File: src/rtl/sdio_cia_cmd52_router.sv
// rtl/sdio_cia_cmd52_router.sv - CMD52 address decoder and access sequencer for the CCCR/FBR/CIS blocks
module sdio_cia_cmd52_router #(
    parameter int          NUM_FUNCS     = 1,
    parameter int          READ_LATENCY  = 1,
    parameter logic [16:0] CIS_LAST_ADDR = 17'h17FFF
) (
    input  logic        clk,
    input  logic        rst_n,
    input  logic        i_cmd_stb,
    input  logic        i_cmd_write,
    input  logic        i_cmd_raw,
    input  logic [2:0]  i_cmd_func,
    input  logic [16:0] i_cmd_addr,
    input  logic [7:0]  i_cmd_data,
    output logic        o_cmd_busy,
    output logic        o_cmd_done,
    output logic        o_cmd_err,
    output logic [7:0]  o_cmd_data,
    output logic        o_cccr_activate,
    output logic [6:0]  o_fbr_activate,
    output logic        o_cis_activate,
    output logic        o_write_flag,
    output logic [16:0] o_address,
    output logic        o_data_stb,
    output logic [7:0]  o_data_out,
    input  logic [7:0]  i_cccr_data,
    input  logic [55:0] i_fbr_data,
    input  logic [7:0]  i_cis_data
);

    localparam logic [16:0] CIS_BASE  = 17'h01000;
    localparam logic [1:0]  LAST_WAIT = 2'(READ_LATENCY - 1);

    typedef enum logic [2:0] {
        S_IDLE,
        S_DECODE,
        S_WRITE,
        S_READ,
        S_WAIT,
        S_DONE
    } state_t;

    state_t      r_state;
    state_t      w_next;

    logic        r_write;
    logic        r_raw;
    logic [2:0]  r_func;
    logic [16:0] r_addr;
    logic [7:0]  r_wdata;
    logic        r_sel_cccr;
    logic [6:0]  r_sel_fbr;
    logic        r_sel_cis;
    logic        r_err;
    logic [16:0] r_tgt_addr;
    logic [1:0]  r_wait_cnt;
    logic [7:0]  r_cmd_data;

    logic        w_dec_cccr;
    logic        w_dec_fbr_any;
    logic [6:0]  w_dec_fbr;
    logic        w_dec_cis;
    logic        w_dec_err;
    logic [16:0] w_dec_addr;
    logic [7:0]  w_rd_byte;
    logic        w_wait_last;
    logic        w_active;

    // Address decode of the latched request; only function 0 reaches the CIA.
    always_comb begin
        w_dec_cccr    = (r_func == 3'd0) && (r_addr[16:8] == 9'd0);
        w_dec_fbr_any = (r_func == 3'd0) && (r_addr[16:12] == 5'd0) &&
                        (r_addr[11:8] != 4'd0) && (r_addr[11:8] <= 4'(NUM_FUNCS));
        for (int i = 0; i < 7; i++) begin
            w_dec_fbr[i] = w_dec_fbr_any && (r_addr[11:8] == 4'(i + 1));
        end
        w_dec_cis  = (r_func == 3'd0) && (r_addr >= CIS_BASE) && (r_addr <= CIS_LAST_ADDR);
        w_dec_err  = !(w_dec_cccr || w_dec_fbr_any || w_dec_cis);
        w_dec_addr = w_dec_cis ? (r_addr - CIS_BASE) : {9'd0, r_addr[7:0]};
    end

    // Read-data mux steered by the registered target select.
    always_comb begin
        w_rd_byte = 8'h00;
        if (r_sel_cccr) begin
            w_rd_byte = i_cccr_data;
        end
        if (r_sel_cis) begin
            w_rd_byte = i_cis_data;
        end
        for (int i = 0; i < 7; i++) begin
            if (r_sel_fbr[i]) begin
                w_rd_byte = i_fbr_data[i*8 +: 8];
            end
        end
    end

    assign w_wait_last = (r_wait_cnt == LAST_WAIT);
    assign w_active    = (r_state == S_WRITE) || (r_state == S_READ) || (r_state == S_WAIT);

    // State register.
    always_ff @(posedge clk or negedge rst_n) begin
        if (!rst_n) begin
            r_state <= S_IDLE;
        end else begin
            r_state <= w_next;
        end
    end

    // Next-state logic and state-derived target bus outputs.
    always_comb begin
        w_next          = r_state;
        o_cmd_busy      = (r_state != S_IDLE);
        o_cmd_done      = 1'b0;
        o_cmd_err       = 1'b0;
        o_cccr_activate = w_active && r_sel_cccr;
        o_fbr_activate  = w_active ? r_sel_fbr : 7'd0;
        o_cis_activate  = w_active && r_sel_cis;
        o_write_flag    = 1'b0;
        o_data_stb      = 1'b0;
        o_data_out      = 8'h00;
        case (r_state)
            S_IDLE: begin
                if (i_cmd_stb) begin
                    w_next = S_DECODE;
                end
            end
            S_DECODE: begin
                if (w_dec_err) begin
                    w_next = S_DONE;
                end else if (r_write) begin
                    w_next = S_WRITE;
                end else begin
                    w_next = S_READ;
                end
            end
            S_WRITE: begin
                o_data_stb   = 1'b1;
                o_write_flag = 1'b1;
                o_data_out   = r_wdata;
                w_next       = r_raw ? S_READ : S_DONE;
            end
            S_READ: begin
                o_data_stb = 1'b1;
                w_next     = S_WAIT;
            end
            S_WAIT: begin
                if (w_wait_last) begin
                    w_next = S_DONE;
                end
            end
            S_DONE: begin
                o_cmd_done = 1'b1;
                o_cmd_err  = r_err;
                w_next     = S_IDLE;
            end
            default: begin
                w_next = S_IDLE;
            end
        endcase
    end

    // Request latch, target select, wait counter and response data.
    always_ff @(posedge clk or negedge rst_n) begin
        if (!rst_n) begin
            r_write    <= 1'b0;
            r_raw      <= 1'b0;
            r_func     <= 3'd0;
            r_addr     <= 17'd0;
            r_wdata    <= 8'h00;
            r_sel_cccr <= 1'b0;
            r_sel_fbr  <= 7'd0;
            r_sel_cis  <= 1'b0;
            r_err      <= 1'b0;
            r_tgt_addr <= 17'd0;
            r_wait_cnt <= 2'd0;
            r_cmd_data <= 8'h00;
        end else begin
            case (r_state)
                S_IDLE: begin
                    if (i_cmd_stb) begin
                        r_write <= i_cmd_write;
                        r_raw   <= i_cmd_write & i_cmd_raw;
                        r_func  <= i_cmd_func;
                        r_addr  <= i_cmd_addr;
                        r_wdata <= i_cmd_data;
                    end
                end
                S_DECODE: begin
                    r_sel_cccr <= w_dec_cccr;
                    r_sel_fbr  <= w_dec_fbr;
                    r_sel_cis  <= w_dec_cis;
                    r_err      <= w_dec_err;
                    r_tgt_addr <= w_dec_err ? 17'd0 : w_dec_addr;
                    if (w_dec_err) begin
                        r_cmd_data <= 8'h00;
                    end
                end
                S_WRITE: begin
                    if (!r_raw) begin
                        r_cmd_data <= r_wdata;
                    end
                end
                S_READ: begin
                    r_wait_cnt <= 2'd0;
                end
                S_WAIT: begin
                    r_wait_cnt <= r_wait_cnt + 2'd1;
                    if (w_wait_last) begin
                        r_cmd_data <= w_rd_byte;
                    end
                end
                default: begin
                end
            endcase
        end
    end

    assign o_address  = r_tgt_addr;
    assign o_cmd_data = r_cmd_data;

endmodule

File: config.mk
export PLATFORM = sky130hd
export DESIGN_NAME = sdio_cia_cmd52_router
export DESIGN_NICKNAME = d
export VERILOG_FILES = /design/src/rtl/sdio_cia_cmd52_router.sv
export SDC_FILE = /design/constraint.sdc
export NUM_CORES = 1
export LEC_CHECK = 0
export BUFFER_PORTS_ARGS = -buffer_cell sky130_fd_sc_hd__buf_2
export CORE_MARGIN = 2
export CORE_UTILIZATION = 49
export CTS_CLUSTER_SIZE = 16
export DETAILED_ROUTE_END_ITERATION = 12
export PLACE_DENSITY = 0.83
export SYNTH_ARGS = -nofsm -noshare
export SYNTH_HDL_FRONTEND = slang
export SYNTH_SLANG_ARGS = --single-unit
File: constraint.sdc
create_clock -name clk -period 2.75 [get_ports clk]
set_input_delay 0.275 -clock clk [delete_from_list [all_inputs] [get_ports clk]]
set_output_delay 0.275 -clock clk [all_outputs]
set_load 0.1 [all_outputs]
* Word-level counts from Yosys, hierarchy flattened
Cells that the tools add are included.
** Word-level totals
- Register bits :: 70
- Bits in latches :: 0
- RAM bits :: 0
- Bits in read-only memories :: 0
- Bits of input ports :: 105
- Output and inout port bits :: 47
- Logic and storage cells :: 96
- Memories :: 0
** Operators by class
- Add/sub/neg operators :: 2
- Multipliers :: 0
- Div/mod/pow operators :: 0
- Magnitude comparators :: 3
- Eq/ne operators :: 16
- Shift-type cells :: 0
- Muxes and demuxes :: 28
- Bitwise gates (word level) :: 1
- Reduce and logical (&&, ||, !) cells :: 33
** Operator list (number)
- $mux 8 :: 13
- $mux 17 :: 2
- $pmux 8 s3 :: 1
- $ge 17x13->1 const B :: 1
- $le 17x17->1 const B :: 1
- $sub 17x13->17 const B :: 1
- $eq 4x3->1 const B :: 4
- $logic_and 1x1->1 :: 15
- $pmux 3 s5 :: 1
- $mux 3 :: 4
- $logic_not 9->1 :: 1
- $eq 4x2->1 const B :: 2
- $ne 2x2->1 const B :: 4
- $mux 7 :: 1
- $eq 3x2->1 const B :: 2
- $eq 3x3->1 const B :: 2
- $logic_not 3->1 :: 2
- $reduce_bool 3->1 :: 2
- $logic_not 5->1 :: 1
- $mux 1 :: 5
- $eq 4x1->1 const B :: 1
- $le 4x1->1 const B :: 1
- $logic_or 1x1->1 :: 4
- $pmux 2 s2 :: 1
- other kinds (10) :: 11

* Depth between registers and ports, before layout
- Word-level depth :: 11
- Mapped depth :: 8
- Mapped depth without buffers :: 7

* Worst setup path before layout
Ideal clock, no wire load.
- Kind :: register to register
- Start :: register r_state[1]
- End :: register r_cmd_data[0], in the netlist o_cmd_data[0]
- Library setup time :: 0.069 ns
- Arrival time :: 4.372 ns
- Required time :: 2.681 ns
- Slack :: -1.691 ns
- Cell stages (with the launch flop) :: 8
- Path buffers :: 2
- Period minus slack after synthesis :: 4.441 ns
- Path through :: dfrtp_1 -> clkbuf_1 -> nor2b_1 -> nor2b_1 -> clkbuf_1 -> and2_1 -> a21o_1 -> mux2_2
** On the way
- Longest elaborated chain between the ends :: 3
- Elaborated cells between the ends (all ways) :: 9
- Those cells by class :: 6 x eq/ne; 1 x mux; 2 x reduce/logical
** Ends and longest elaborated chain
- start, declared :: RTL line 43 : state_t r_state;
- start signal, assigned :: RTL line 106 : r_state <= w_next;
- $eq 3x1->1 (tied with other cells) :: RTL line 179 : case (r_state)
- $ne 2x2->1 (no source line) or $reduce_bool 3->1 (tied branches)
- $reduce_and 4->1 (no source line)
- end signal, assigned :: RTL line 201 : r_cmd_data <= r_wdata;
- end signal, assigned :: RTL line 210 : r_cmd_data <= w_rd_byte;
- end, declared :: RTL line 57 : logic [7:0] r_cmd_data;
Parallel ways exist; a longest one is shown, timed or not.
A chain may end at the register's enable or synchronous reset.

* Worst setup path in the final report
- Start :: register r_state[2]
- End :: output port o_data_out[0]
** On the way
- Longest elaborated chain between the ends :: 2
** Ends and longest elaborated chain
- $eq 3x2->1 :: RTL line 122 : case (r_state)
- $mux 8 :: RTL line 122
- end, declared :: RTL line 25 : output logic [7:0] o_data_out,
Every way passes these cells.

==> key figures <==
Outcome
  – Status: finished, final reports clean

Timing
  – Worst Max-Slew Pin Slew: 0.7807 ns
  – Setup Total Neg Slack: 0 ns
  – Final setup violating endpoints: 0
  – Max-slew headroom: 47.95%
  – RSZ-0062 raised after global routing: false
  – Period utilisation layout: 94.73%
  – Fin. Hold Viols: 0
  – Min Tclk post-route: 2.605 ns
  – Final Skew: 0.009894 ns
  – Max-slew violation count: 0
  – Max Freq: 0.3839 GHz

Power and ir drop
  – Sequential share of power: 33.5%
  – Worst vdd ir: 0.7636 mV
  – Int Power: 2.673 mW
  – Sw frac: 51.16%
  – Psw: 2.800 mW
  – Clock power frac: 15.1%
  – Logic gate share of total power: 51.4%
  – Pleak: 2.529 nW
  – P per Cell Area: 1129 nW/um^2
  – Design Power: 5.473 mW

Detailed routing
  – Drt first-iter violations: 173
  – Total number of vias: 3469
  – Number of remaining DRC errors: 0
  – Routed Antenna Nets: 0
  – DR vias/cell: 5.559
  – DR WL/cell: 17.12 microns
  – DR pass1 iterations: 4
  – DRT Wirelength: 10.69 mm

Critical path
  – CP peak stage delay: 0.56 ns
  – Crit path to: o_data_out[0]
  – Flop-to-flop setup slack: 0.37 ns
  – Critical path launch point type: flop
  – Worst Setup End Kind: output pin
  – Critical path data arrival time: 2.33 ns
  – Capturing point of the worst reg2reg path: o_cmd_data[6]$_DFFE_PN0P_
  – FF-to-FF path depth: 6
  – Crit path kind: flop to output pin
  – R2R Path Start: r_sel_cis$_DFFE_PN0P_
  – CP delay by family, top: simple AND/OR/NAND/NOR gates
  – Slowest CP cell: nor2b_1
  – Worst path bufs/invs: 1
  – CP Cell Sequence: nor2b_4 -> nor2b_1 -> and2_2 -> buf_2
  – Max Fanout on Critical Path: 11
  – CP required: 2.48 ns
  – Critical Path Source: r_state[2]$_DFFE_PN0P_
  – Critical Path Stages: 4

Final layout
  – Synthesis-to-layout area growth: 29.12%
  – Share of layout cells above drive strength 1: 44.95%
  – Nets@finish: 630
  – Multi-input gate area: 1853 sq um
  – FF/Latch Area: 1752 sq um
  – Fillers: 608
  – Ant diodes: 0

Floorplanning
  – Die Ht: 91.54 microns
  – Die X: 91.54 microns
  – Core Footprint: 7331 sq um
  – Die ar.: 8380 sq um
  – Initial core utilization: 51.22%
  – I/O pin count: 152
  – Placement Rows: 31

CTS
  – Clock Sinks: 70
  – Clock Tree Root: clkbuf_8
  – Post-CTS setup buffers: 0
  – Clk buf depth: 2
  – Worst skew pair latency: 0.34 ns
  – H-Tree Depth: 3
  – CTS tree: yes
  – TritonCTS Buffers: 9
  – Clk slew on worst S/H paths: 0.07 ns

Placed design
  – Routability cong.: 0.8448
  – Placed wire-length estimate: 8.309 mm
  – Buffers on Ports: 151

Synth
  – Most used DFF post-synth: dfrtp_1
  – Number of synthesized flops with an enable pin: 0
  – Cells after Synth: 373
  – Synthesis-stage register bit count: 70
  – Mean post-synth cell area: 10.07 sq um
  – Post-Syn Nets: 483
  – Synth Warn #: 0
  – Seq/Total Area, Yosys: 46.65%
  – Post-synth cell types: 45
  – Post-synthesis cell area: 3755 sq um
  – Async SR Flop Fraction: 100.0%

Flow run
  – # Max-Cap Violations: 0

Global routing
  – Initial antenna violation count: 0
  – Vias in the first global route: 3458
  – First-pass GRT wire length: 16.87 mm
  – Gr usage total: 25.75%
  – Largest net degree at the start of global routing: 34
  – Remaining Overflow, GRT: 0

Min path
  – Hold WC Path Type: primary input to flop
## final cells by class
cell class / instances / share of cell area, %
clock inverter: 5 / 1.213
timing repair buffer: 160 / 17.03
sequential: 70 / 36.13
clock buffer: 11 / 2.916
multi-input combinational: 254 / 38.22
tap: 99 / 2.555
inverter: 25 / 1.935
## tightest hold or removal path, cell delays in order
cell     delay [ns]
buf_2          0.08
nand2_1        0.04
o21ai_0        0.06
## what timing repair did
action	4_1_cts	5_1_grt
hold buffers	1	0
endpoints found under the setup margin	0	9
endpoints found under the hold margin	26	0
resized for setup	0	1
## how the worst min path moves through the flow
stage | start | end | slack (ns) | depth (start not counted)
floorplan | rst_n | o_address[0]$_DFFE_PN0P_ | -0.02 | 0
global placement | rst_n | r_addr[2]$_DFFE_PN0P_ | 0.31 | 1
detailed placement | rst_n | r_addr[2]$_DFFE_PN0P_ | 0.33 | 1
CTS | i_cmd_addr[12] | r_addr[12]$_DFFE_PN0P_ | 0.14 | 3
global route | i_cmd_addr[8] | r_addr[8]$_DFFE_PN0P_ | 0.15 | 2
finish | i_cmd_addr[12] | r_addr[12]$_DFFE_PN0P_ | 0.15 | 3
## cell usage after synthesis, types with 3 or more instances
| cell type | n | area, sq um |
|---|---|---|
| inv_1 | 24 | 90.09 |
| clkbuf_1 | 16 | 60.06 |
| nor2b_1 | 12 | 75.07 |
| o311ai_0 | 8 | 70.07 |
| a21oi_1 | 14 | 70.07 |
| and2_1 | 15 | 93.84 |
| o22ai_1 | 8 | 50.05 |
| a22o_1 | 5 | 43.79 |
| mux2_2 | 36 | 405.4 |
| nor2_1 | 11 | 41.29 |
| o21ai_0 | 23 | 115.1 |
| a21o_1 | 8 | 60.06 |
| a211o_1 | 8 | 70.07 |
| and3_1 | 3 | 18.77 |
| nand4_1 | 5 | 31.28 |
| buf_2 | 7 | 35.03 |
| ha_1 | 5 | 62.56 |
| nand2_1 | 34 | 127.6 |
| a22oi_1 | 8 | 60.06 |
| dfrtp_1 | 70 | 1752 |
| a221oi_1 | 15 | 131.4 |
| nor3_1 | 5 | 25.02 |
| nor3b_1 | 8 | 60.06 |
## cells in the final DEF, fill, tap and decap left out, types with 2 or more instances in the layout
cell,n
and3_1,3
buf_2,151
o21ai_0,23
mux2_2,36
a22o_1,5
ha_1,5
or3_1,2
o311ai_0,8
clkinvlp_4,2
dfrtp_1,70
a21o_1,8
nand2_1,34
nor2b_1,3
nor3_1,5
buf_4,8
a211o_1,8
nor2_2,2
nand4_1,5
nor3b_1,8
and2_1,7
nor2b_2,8
inv_1,24
a221oi_1,15
nor2_1,10
a22oi_1,8
clkbuf_8,10
o22ai_1,8
xnor2_1,2
and2_2,8
a21oi_1,13
nand3_1,2
## metrics by stage
stage | utilization (%) | area (sq um) | std cells | worst slack, ns | hold slack, ns
after floorplan | - | 3796 | 373 | 0.006607 | -0.02059
after global placement | 63.22 | 4634 | 607 | 0.4696 | 0.3071
after detailed placement | 63.22 | 4634 | 607 | 0.4019 | 0.3313
after CTS | 66.09 | 4845 | 624 | 0.02837 | 0.1434
after global routing | 66.14 | 4848 | 624 | 0.03979 | 0.1497
final | 66.14 | 4848 | 624 | 0.1450 | 0.1527
## power by group through the flow
stage / Clock (mW) / Combinational [mW] / Sequential [mW]
6_report: 0.828 / 2.81 / 1.83
3_5_place_dp: 0 / 2.82 / 1.83
2_1_floorplan: 0 / 1.38 / 2.62
5_1_grt: 0.882 / 2.99 / 1.89
3_3_place_gp: 0 / 2.76 / 1.81
4_1_cts: 0.839 / 2.82 / 1.82
## flip-flops by register name (all words and copies together), names as in the netlist
signal      cells
r_raw           1
r_addr         17
r_sel_cccr      1
r_err           1
r_state         3
r_sel_fbr       7
o_address      17
r_wdata         8
r_wait_cnt      2
o_cmd_data      8
r_func          3
r_sel_cis       1
r_write         1
## cell families (layout without fill, tap and decap cells)
group | Yosys count | in the layout | share of synthesized area, %
xor gates and xnor gates | 3 | 3 | 0.6999
buffers and inverters | 49 | 201 | 5.165
muxes | 36 | 36 | 10.80
and+or+nand+nor | 106 | 106 | 14.96
adders and majority gates | 5 | 5 | 1.666
AOI/OAI and AO/OA | 104 | 104 | 20.06
DFF | 70 | 70 | 46.65
## metal layers
layer  global-route usage [%]  wire (microns)
met5                        0               0
met4                    10.23             261
met3                    4.896             808
met2                    44.42            5399
met1                    31.70            4215
Power figures use the tool's default switching activity.
